File: config.mk
export PLATFORM = sky130hd
export DESIGN_NAME = shift_frame_controller_flat
export DESIGN_NICKNAME = d
export VERILOG_FILES = /design/src/rtl/shift_frame_controller_if.sv /design/src/rtl/shift_frame_controller.sv /design/src/flat_wrapper.sv
export SDC_FILE = /design/constraint.sdc
export NUM_CORES = 1
export LEC_CHECK = 0
export CAP_MARGIN = 20
export CORE_AREA = 2 2 39 41
export DETAILED_ROUTE_END_ITERATION = 6
export DIE_AREA = 0 0 41 43
export GPL_ROUTABILITY_DRIVEN = 0
export PLACE_DENSITY = 0.67
export SLEW_MARGIN = 20
export SYNTH_ARGS = -nofsm -noshare
export SYNTH_HDL_FRONTEND = slang
export SYNTH_SLANG_ARGS = --single-unit
File: constraint.sdc
create_clock -name i_clk -period 1.62 [get_ports i_clk]
set_input_delay 0.324 -clock i_clk [delete_from_list [all_inputs] [get_ports i_clk]]
set_output_delay 0.324 -clock i_clk [all_outputs]
set_load 0.1 [all_outputs]
File: src/rtl/shift_frame_controller_if.sv
// Bundle between a word source and the frame controller: the parallel
// handshake with its abort, plus the serial outputs and frame strobes.
interface shift_frame_controller_if #(
  parameter int unsigned WIDTH = 4
);
  logic             in_valid;
  logic [WIDTH-1:0] in_data;
  logic             in_ready;
  logic             abort;
  logic             ser_out;
  logic             ser_en;
  logic             frame_start;
  logic             frame_done;
  logic             busy;

  // Source side: presents words and aborts, observes the serial stream.
  modport master (
    output in_valid,
    output in_data,
    output abort,
    input  in_ready,
    input  ser_out,
    input  ser_en,
    input  frame_start,
    input  frame_done,
    input  busy
  );

  // Controller side.
  modport slave (
    input  in_valid,
    input  in_data,
    input  abort,
    output in_ready,
    output ser_out,
    output ser_en,
    output frame_start,
    output frame_done,
    output busy
  );
endinterface

File: src/rtl/shift_frame_controller.sv
// Serialises parallel words MSB-first, one bit per clock, brackets each word
// with frame_start/frame_done strobes and forces GAP_CYCLES idle cycles after
// every frame, whether it completed or was aborted.
module shift_frame_controller #(
  parameter int unsigned WIDTH      = 4,
  parameter int unsigned GAP_CYCLES = 1
) (
  input  logic                    i_clk,
  input  logic                    i_rst,
  shift_frame_controller_if.slave if_bus
);

  localparam int unsigned BcntW = (WIDTH > 1) ? $clog2(WIDTH) : 1;
  localparam int unsigned GcntW = (GAP_CYCLES > 0) ? $clog2(GAP_CYCLES + 1) : 1;

  typedef enum logic [1:0] {
    StIdle,
    StShift,
    StGap
  } state_e;

  // With no gap configured a finished or aborted frame returns straight to idle.
  localparam state_e StAfterFrame = (GAP_CYCLES == 0) ? StIdle : StGap;

  localparam logic [BcntW-1:0] BcntLast = BcntW'(WIDTH - 1);
  localparam logic [GcntW-1:0] GcntLoad = GcntW'(GAP_CYCLES);
  localparam logic [GcntW-1:0] GcntOne  = GcntW'(1);

  state_e           r_state;
  state_e           w_state_d;
  logic [WIDTH-1:0] r_shreg;
  logic [WIDTH-1:0] w_shreg_d;
  logic [BcntW-1:0] r_bcnt;
  logic [BcntW-1:0] w_bcnt_d;
  logic [GcntW-1:0] r_gcnt;
  logic [GcntW-1:0] w_gcnt_d;

  logic w_in_ready;
  logic w_accept;
  logic w_in_shift;
  logic w_last_bit;

  // Ready is the only combinational output; reset and abort both mask it.
  assign w_in_ready = (r_state == StIdle) & ~if_bus.abort & ~i_rst;
  assign w_accept   = if_bus.in_valid & w_in_ready;
  assign w_in_shift = (r_state == StShift);
  assign w_last_bit = (r_bcnt == '0);

  // Next-state and datapath update for load, shift and gap sequencing.
  always_comb begin
    w_state_d = r_state;
    w_shreg_d = r_shreg;
    w_bcnt_d  = r_bcnt;
    w_gcnt_d  = r_gcnt;

    unique case (r_state)
      StIdle: begin
        if (w_accept) begin
          w_shreg_d = if_bus.in_data;
          w_bcnt_d  = BcntLast;
          w_state_d = StShift;
        end
      end

      StShift: begin
        w_shreg_d = {r_shreg[WIDTH-2:0], 1'b0};
        w_bcnt_d  = r_bcnt - BcntW'(1);
        if (if_bus.abort || w_last_bit) begin
          w_state_d = StAfterFrame;
          w_gcnt_d  = GcntLoad;
          w_bcnt_d  = '0;
          if (if_bus.abort) begin
            w_shreg_d = '0;
          end
        end
      end

      StGap: begin
        w_gcnt_d = r_gcnt - GcntW'(1);
        // Abort has no effect here; the gap always runs to completion.
        if (r_gcnt <= GcntOne) begin
          w_state_d = StIdle;
          w_gcnt_d  = '0;
        end
      end

      default: begin
        w_state_d = StIdle;
        w_shreg_d = '0;
        w_bcnt_d  = '0;
        w_gcnt_d  = '0;
      end
    endcase
  end

  // State and datapath registers; synchronous reset discards any frame in flight.
  always_ff @(posedge i_clk) begin
    if (i_rst) begin
      r_state <= StIdle;
      r_shreg <= '0;
      r_bcnt  <= '0;
      r_gcnt  <= '0;
    end else begin
      r_state <= w_state_d;
      r_shreg <= w_shreg_d;
      r_bcnt  <= w_bcnt_d;
      r_gcnt  <= w_gcnt_d;
    end
  end

  // Serial outputs are decoded purely from registered state, shreg and bcnt.
  assign if_bus.in_ready    = w_in_ready;
  assign if_bus.ser_out     = w_in_shift & r_shreg[WIDTH-1];
  assign if_bus.ser_en      = w_in_shift;
  assign if_bus.frame_start = w_in_shift & (r_bcnt == BcntLast);
  assign if_bus.frame_done  = w_in_shift & w_last_bit;
  assign if_bus.busy        = (r_state != StIdle);

endmodule

File: src/flat_wrapper.sv
// flat-port wrapper written by rule: the top's interface ports become plain ports
module shift_frame_controller_flat 
#(
  parameter int unsigned WIDTH      = 4,
  parameter int unsigned GAP_CYCLES = 1
)
  (i_clk, i_rst, if_bus_in_valid, if_bus_in_data, if_bus_abort, if_bus_in_ready, if_bus_ser_out, if_bus_ser_en, if_bus_frame_start, if_bus_frame_done, if_bus_busy);
  shift_frame_controller_if #(.WIDTH(WIDTH)) if_bus_i ();
  input  logic i_clk;
  input  logic i_rst;
  input wire logic [$bits(if_bus_i.in_valid)-1:0] if_bus_in_valid;
  input wire logic [$bits(if_bus_i.in_data)-1:0] if_bus_in_data;
  input wire logic [$bits(if_bus_i.abort)-1:0] if_bus_abort;
  output wire logic [$bits(if_bus_i.in_ready)-1:0] if_bus_in_ready;
  output wire logic [$bits(if_bus_i.ser_out)-1:0] if_bus_ser_out;
  output wire logic [$bits(if_bus_i.ser_en)-1:0] if_bus_ser_en;
  output wire logic [$bits(if_bus_i.frame_start)-1:0] if_bus_frame_start;
  output wire logic [$bits(if_bus_i.frame_done)-1:0] if_bus_frame_done;
  output wire logic [$bits(if_bus_i.busy)-1:0] if_bus_busy;
  assign if_bus_i.in_valid = if_bus_in_valid;
  assign if_bus_i.in_data = if_bus_in_data;
  assign if_bus_i.abort = if_bus_abort;
  assign if_bus_in_ready = if_bus_i.in_ready;
  assign if_bus_ser_out = if_bus_i.ser_out;
  assign if_bus_ser_en = if_bus_i.ser_en;
  assign if_bus_frame_start = if_bus_i.frame_start;
  assign if_bus_frame_done = if_bus_i.frame_done;
  assign if_bus_busy = if_bus_i.busy;
  shift_frame_controller #(.WIDTH(WIDTH), .GAP_CYCLES(GAP_CYCLES)) u_core (.i_clk(i_clk), .i_rst(i_rst), .if_bus(if_bus_i));
endmodule
Word level (Yosys, flattened, before mapping)
Index checks and enable logic that the tools add are counted.
{"block": "word_totals", "register_bits": 9, "input_bits": 8, "output_inout_bits": 6, "word_cells": 44}
{"block": "op_classes", "add_sub_neg": 2, "order_cmp": 1, "n_eq_ne": 6, "n_mux": 14, "bitwise": 10, "reduce_logical": 7}
{"cell": "4-bit two-way mux", "n": 3}
{"cell": "2-bit one-hot mux with 3 select lines", "n": 2}
{"cell": "4-bit one-hot mux with 3 select lines", "n": 1}
{"cell": "2-bit two-way mux", "n": 5}
{"cell": "1-bit bitwise AND", "n": 6}
{"cell": "2-bit == test, second input constant", "n": 2}
{"cell": "2-bit zero test", "n": 2}
{"cell": "2-bit by 1-bit inequality test with 1-bit output, second input constant", "n": 2}
{"cell": "1-bit inverter", "n": 4}
{"cell": "2-bit AND reduction", "n": 2}
{"cell": "1-bit one-hot mux with 3 select lines", "n": 1}
{"cell": "3-bit AND reduction", "n": 1}
{"cell": "2-bit by 1-bit == test with 1-bit output, second input constant", "n": 1}
{"cell": "1-bit two-way mux", "n": 2}
{"cell": "2-bit inequality test, second input constant", "n": 1}
{"cell": "2-bit nonzero test", "n": 1}
{"cell": "2-bit by 1-bit subtractor with 2-bit output, second input constant", "n": 1}
{"cell": "1-bit <= comparator, second input constant", "n": 1}
{"cell": "1-bit logical OR", "n": 1}
{"cell": "1-bit subtractor, second input constant", "n": 1}

Logic depth before layout (Yosys ltp)
Gate-level depths: netlist of run 1.
{"block": "logic_depth", "ltp_word": 6, "depth_mapped": 5, "ltp_nobuf": 5}

Worst setup path after synthesis of run 1
Ideal clock, no wire load.
{"block": "synth_path", "kind": "reg-to-output", "start": "reg u_core.r_state[1]", "end": "out if_bus_frame_done", "arrival_ns": 1.843, "t_required_ns": 1.296, "slack_ns": -0.547, "stages_incl_launch_ff": 4, "path_buffers": 1, "cell_sequence": "dfxtp_1 > buf_6 > and2b_2 > and2_1"}
{"block": "synth_between", "elab_chain_len": 2}
{"item": "start: declaration", "line": "shift_frame_controller.sv:29", "source": "state_e r_state;"}
{"item": "start signal: assignment", "line": "shift_frame_controller.sv:99", "source": "r_state <= StIdle;"}
{"item": "start signal: assignment", "line": "shift_frame_controller.sv:104", "source": "r_state <= w_state_d;"}
{"item": "2-bit by 1-bit == test with 1-bit output", "line": "shift_frame_controller.sv:46", "source": "assign w_in_shift = (r_state == StShift);"}
{"item": "via if_bus_ser_en", "line": "flat_wrapper.sv:16", "source": "output wire logic [$bits(if_bus_i.ser_en)-1:0] if_bus_ser_en;"}
{"item": "1-bit bitwise AND", "line": "shift_frame_controller.sv:116", "source": "assign if_bus.frame_done = w_in_shift & w_last_bit;"}
{"item": "end: declaration", "line": "flat_wrapper.sv:18", "source": "output wire logic [$bits(if_bus_i.frame_done)-1:0] if_bus_frame_done;"}
The timed path passes the listed nets, and every way through them passes these cells.

Final worst setup path of run 1
{"block": "layout_path", "start": "reg u_core.r_state[1]", "end": "out if_bus_in_ready"}
{"block": "layout_between", "elab_chain_len": 3}
{"item": "2-bit zero test", "line": "shift_frame_controller.sv:44", "source": "assign w_in_ready = (r_state == StIdle) & ~if_bus.abort & ~i_rst;"}
{"item": "1-bit bitwise AND (2 in series)", "line": "shift_frame_controller.sv:44"}
{"item": "end: declaration", "line": "flat_wrapper.sv:14", "source": "output wire logic [$bits(if_bus_i.in_ready)-1:0] if_bus_in_ready;"}
Every way passes these cells.

==> metrics.txt, run 1 <==
number of synthesized register bits 8; first-pass GRT wire length 1970 µm; clk_skew 3.75 ps; Synth-to-Final Area Change 61.1%; hold_sp u_core.r_shreg[2]$_SDFFE_PP0P_; reg2reg start u_core.r_state[1]$_SDFFE_PP0P_; Post-Syn Area per Cell 9.96 µm²; Synth warnings 0; Worst R2R End u_core.r_shreg[1]$_SDFFE_PP0P_; nets 89; outcome finished, violations left; Mapped Nets 62; DP HPWL 898 µm; WS Path Type flop to output port; vias in the first global route 438; Die W 41 µm; Peak VDD IR 0.000407 V; die area 1760 µm²; startpoint types flop; WL final 1250 µm; IO Port Bufs 13; row cnt 14; DR iter-0 viols 12; Setup-failing EPs final 1; filler instances 131; fin crit share 1.00; crit path from u_core.r_state[1]$_SDFFE_PP0P_; initial antenna violation count 0; class of the worst hold path flop to flop; DR vias 499; CP Max Fanout 3; R2R depth 5; vias per cell 5.37; IO Count 14; ANT cells 0; Slew @ Worst Pin 323 ps; WHS Endpoint u_core.r_shreg[2]$_SDFFE_PP0P_; chip height 43 µm; cts hold-fix bufs 0; TritonCTS clock tree built; CTS root buf clkbuf_4; clock latency on the worst-skew pair 260 ps; Slew Viols, Final 0; share of cells above drive strength 1 0.481; most frequent cells in the layout buf_4 (11), a21oi_1 (6), buf_12 (6), dfxtp_1 (6), clkdlybuf4s50_1 (5); core area 1380 µm²; post-layout min period 1620 ps; sequential-to-total area share from yosys stat 0.309; final instance area 835 µm²; Leak Pwr 0.319 nW; flop2flop setup slack 170 ps; Crit path required time 1300 ps; final antenna-violating net count 0; DR pass1 iterations 4; CTS Sinks 8; Initial Util 0.374; Pwr Total 512 µW; Final Hold Vio Count 0; commonest non-fill, non-tap cell in the layout buf_4; RSZ-0062 raised after global routing yes; global route overflow 0; Max Fclk 0.616 GHz; largest net degree at the start of global routing 16; routed len/inst 13.4 µm; WP data arrival 1300 ps; setup ws final -2.79 ps; crit end category output port; Synth cell types 23; Mapped Area 518 µm²; pwr dens 614 nW/µm²; CTS max path bufs 2; synthesized netlist cell count 52; Max Cap Viol 0; failing checks setup timing; hold-critical path depth 2; Clk pin slew, worst setup/hold paths 60 ps; Placed Area 790 µm²; H-tree depth 1; DRC violation count after routing 0; worst rel slew slack 0.783; total track usage 0.167; CTS Buf Count 3
## stage by stage
step / utilization / instances / hold WS [ps] / setup WS [ps] / TNS, ps
after detailed placement: 0.571 / 88 / 473 / -172 / -1140
after floorplan: - / 52 / 452 / -443 / -1940
final: 0.603 / 93 / 482 / -2.79 / -2.79
after global routing: 0.603 / 93 / 511 / -52.7 / -52.7
after CTS: 0.601 / 93 / 482 / -33.5 / -33.5
after global placement: 0.571 / 88 / 463 / -151 / -976
## repair_timing
item	in CTS	in global routing
pin swaps	1	1
setup endpoints to repair	2	2
resized for setup	5	1
buffers inserted	2	0
## per-layer routing
metal / track usage / routed length [µm]
met1: 0.235 / 581
met2: 0.228 / 612
met3: 0.0157 / 36
met4: 0.120 / 19
met5: 0 / 0
## report_power, final
group	total [mW]	switching [mW]	internal (mW)
Clock	0.160	0.0750	0.0853
Combinational	0.142	0.0737	0.0686
Sequential	0.210	0.00577	0.204
Total	0.512	0.154	0.358
## cell families after synthesis
kind of cell	share of synthesized area
buf+inv	0.0652
simple gates	0.437
compound gates	0.140
flops	0.309
fa+ha+maj	0.0483
## worst max-delay path: stages (launching register included)
cell and delay (ps):
dfxtp_4 350, buf_6 120, nor4_4 350, buf_12 220
## worst max path at each step
stage,slack (ps),cells past startpoint,to
2_1_floorplan,-440,4,u_core.r_bcnt[1]$_SDFFE_PP0P_
3_3_place_gp,-150,3,if_bus_in_ready
3_5_place_dp,-170,6,u_core.r_bcnt[0]$_SDFFE_PP0P_
4_1_cts,-30,3,if_bus_in_ready
5_1_grt,-50,3,if_bus_in_ready
6_report,-3,3,if_bus_in_ready
## state kept, by name, summed over array words and instances (netlist names)
signal,count
u_core.r_bcnt,2
u_core.r_shreg,4
u_core.r_state,2
## cell usage after synthesis, drive strengths merged
library cell	count	area, µm²
dfxtp	8	160
a21oi	7	38.8
nand3b	4	30.0
nor3b	4	30.0
and2	3	18.8
and4bb	3	37.5
inv	3	11.3
o22ai	3	18.8
a22oi	2	15.0
buf	2	18.8
ha	2	25.0
nor4b	2	38.8
or3	2	12.5
and2b	1	8.76
clkbuf	1	3.75
nand3	1	5.00
nor2	1	3.75
nor4	1	21.3
or2	1	6.26
or4b	1	13.8
## area by class of cell
cell class	instances	area (µm²)	area share
clock buffers	3	22.5	0.0270
inverters	3	11.3	0.0135
multi-input cells	38	334	0.400
flip-flops and latches	8	165	0.198
well taps	16	20.0	0.0240
repair buffers	25	282	0.337
Power figures use the tool's default switching activity.
==> inputs of run 2 (changes only) <==
--- a/config.mk
+++ b/config.mk
@@ -6,9 +6,9 @@
 export NUM_CORES = 1
 export LEC_CHECK = 0
 export CAP_MARGIN = 20
-export CORE_AREA = 2 2 39 41
+export CORE_AREA = 4 4 41 43
 export DETAILED_ROUTE_END_ITERATION = 6
-export DIE_AREA = 0 0 41 43
+export DIE_AREA = 0 0 45 47
 export GPL_ROUTABILITY_DRIVEN = 0
 export PLACE_DENSITY = 0.67
 export SLEW_MARGIN = 20
==> run 2 against run 1 <==
Against the previous run:
- the flow now finishes without violations
- total power fell by 3.5%
- critical endpoint is now if_bus_busy
- final cell count fell by 3.2%
- critical path depth did not move
- first-iteration DRC count fell by 58%
- setup slack improved by 42 ps
- combinational power fell by 3%
- die area rose by 20%
==> metrics.txt, run 2 (synthesis gave the netlist of run 1 again) <==
outcome completed (was finished, violations left); Comb power frac 0.279 (was 0.278); top flop regs u_core.r_shreg x4, u_core.r_bcnt x2, u_core.r_state x2 (unchanged); largest net degree at the start of global routing 15 (was 16); reg2reg start u_core.r_state[1]$_SDFFE_PP0P_ (unchanged); Leak Pwr 0.308 nW (was 0.319 nW); DP HPWL 881 µm (was 898 µm); Pint 354 µW (was 358 µW); CP Max Fanout 6 (was 3); crit path from u_core.r_state[1]$_SDFFE_PP0P_ (unchanged); CTS Sinks 8 (unchanged); WP data arrival 1260 ps (was 1300 ps); clock latency on the worst-skew pair 250 ps (was 260 ps); clk_skew 1.97 ps (was 3.75 ps); DR vias 477 (was 499); Synth-to-Final Area Change 57.2% (was 61.1%); most frequent cells in the layout buf_4 (10), a21oi_1 (6), buf_12 (6), dfxtp_1 (6), clkdlybuf4s50_1 (5) (was buf_4 (11), a21oi_1 (6), buf_12 (6), dfxtp_1 (6), clkdlybuf4s50_1 (5)); DR pass1 iterations 4 (unchanged); fin crit share 0.976 (was 1.00); Final Hold Vio Count 0 (unchanged); Crit path required time 1300 ps (about the same); CTS max path bufs 2 (unchanged); global route overflow 0 (unchanged); cts hold-fix bufs 0 (unchanged); WS Path Type flop to output port (unchanged); Initial Util 0.398 (was 0.374); Setup-failing EPs final 0 (was 1); chip height 47 µm (was 43 µm); ANT cells 0 (unchanged); worst rel slew slack 0.794 (was 0.783); routed len/inst 12.9 µm (was 13.4 µm); hold_sp u_core.r_shreg[2]$_SDFFE_PP0P_ (unchanged); Slew Viols, Final 0 (unchanged); Switching Share 0.283 (was 0.301); sequential share of power 0.425 (was 0.409); class of the worst hold path flop to flop (unchanged); final antenna-violating net count 0 (unchanged); commonest non-fill, non-tap cell in the layout buf_4 (unchanged); DR iter-0 viols 5 (was 12); row cnt 13 (was 14); max reg flops 4 (unchanged); Peak VDD IR 0.000383 V (was 0.000407 V); Top reg by flops u_core.r_shreg (unchanged); nets 87 (was 89); RSZ-0062 raised after global routing no (was yes); TritonCTS clock tree built (unchanged); flop2flop setup slack 280 ps (was 170 ps); DRC violation count after routing 0 (unchanged); total track usage 0.125 (was 0.167); WL final 1170 µm (was 1250 µm); CTS root buf clkbuf_4 (unchanged); Die W 45 µm (was 41 µm); final core occ 0.626 (was 0.603); CTS Buf Count 3 (unchanged); pwr dens 607 nW/µm² (was 614 nW/µm²); IO Count 14 (unchanged); core area 1300 µm² (was 1380 µm²); crit end category output port (unchanged); setup TNS 0 ps (was -2.79 ps); Clock Power Share 0.296 (was 0.313); vias per cell 5.30 (was 5.37); filler instances 123 (was 131); H-tree depth 1 (unchanged); first-pass GRT wire length 1860 µm (was 1970 µm); vias in the first global route 464 (was 438); sw power 140 µW (was 154 µW); Clk pin slew, worst setup/hold paths 50 ps (was 60 ps); initial antenna violation count 0 (unchanged); Slew @ Worst Pin 307 ps (was 323 ps); post-layout min period 1580 ps (was 1620 ps); share of cells above drive strength 1 0.467 (was 0.481); Max Cap Viol 0 (unchanged); Max Fclk 0.633 GHz (was 0.616 GHz); startpoint types flop (unchanged); IO Port Bufs 13 (unchanged); die area 2120 µm² (was 1760 µm²)
==> run 2: power by group through the flow <==
stage / logic, mW / clock network (mW) / registers, mW
5_1_grt: 0.145 / 0.163 / 0.211
6_report: 0.138 / 0.146 / 0.210
3_5_place_dp: 0.137 / 0 / 0.216
3_3_place_gp: 0.136 / 0 / 0.215
2_1_floorplan: 0.0787 / 0 / 0.214
4_1_cts: 0.138 / 0.157 / 0.210
==> run 2: repair_timing <==
action                     in CTS  in global routing
resized for setup               4                  1
pin swaps                       1                  0
setup buffers                   2                  0
setup endpoints to repair       3                  1
==> run 2: layout make-up <==
type                       count  area [µm²]  share of cell area
sequential                     8         165               0.203
multi-input combinational     38         334               0.410
clock buffer                   3        22.5              0.0276
timing repair buffer          23         263               0.323
tap                           15        18.8              0.0230
inverter                       3        11.3              0.0138
==> run 2: final timing paths <==
kind / cells past startpoint / endpoint
worst max-delay path: 3 / if_bus_busy
worst min-delay path: 2 / u_core.r_shreg[2]$_SDFFE_PP0P_
worst max register to register: 4 / u_core.r_shreg[1]$_SDFFE_PP0P_
worst min register to register: 2 / u_core.r_shreg[2]$_SDFFE_PP0P_
==> run 2: critical path, cell delays in order (launching register included) <==
cell	delay (ps)
dfxtp_4	360
buf_4	150
or2_2	320
buf_12	170
==> run 2: routing by layer <==
layer / up-vias / wire [µm] / track usage
li1: 243 / - / -
met1: 221 / 524 / 0.135
met2: 11 / 562 / 0.209
met3: 2 / 58 / 0.0383
met4: 0 / 19 / 0.0877
met5: - / 0 / 0
==> run 2: per-stage QoR <==
stage          worst slack (ps)  total power [mW]  cells  cell area (µm²)  hold WS (ps)
6_report                   39.2             0.494     90              815           472
5_1_grt                    2.85             0.519     90              815           491
4_1_cts                    23.3             0.504     90              812           476
3_5_place_dp               -183             0.352     85              773           465
3_3_place_gp               -159             0.351     85              773           461
2_1_floorplan              -443             0.293     52              527           452
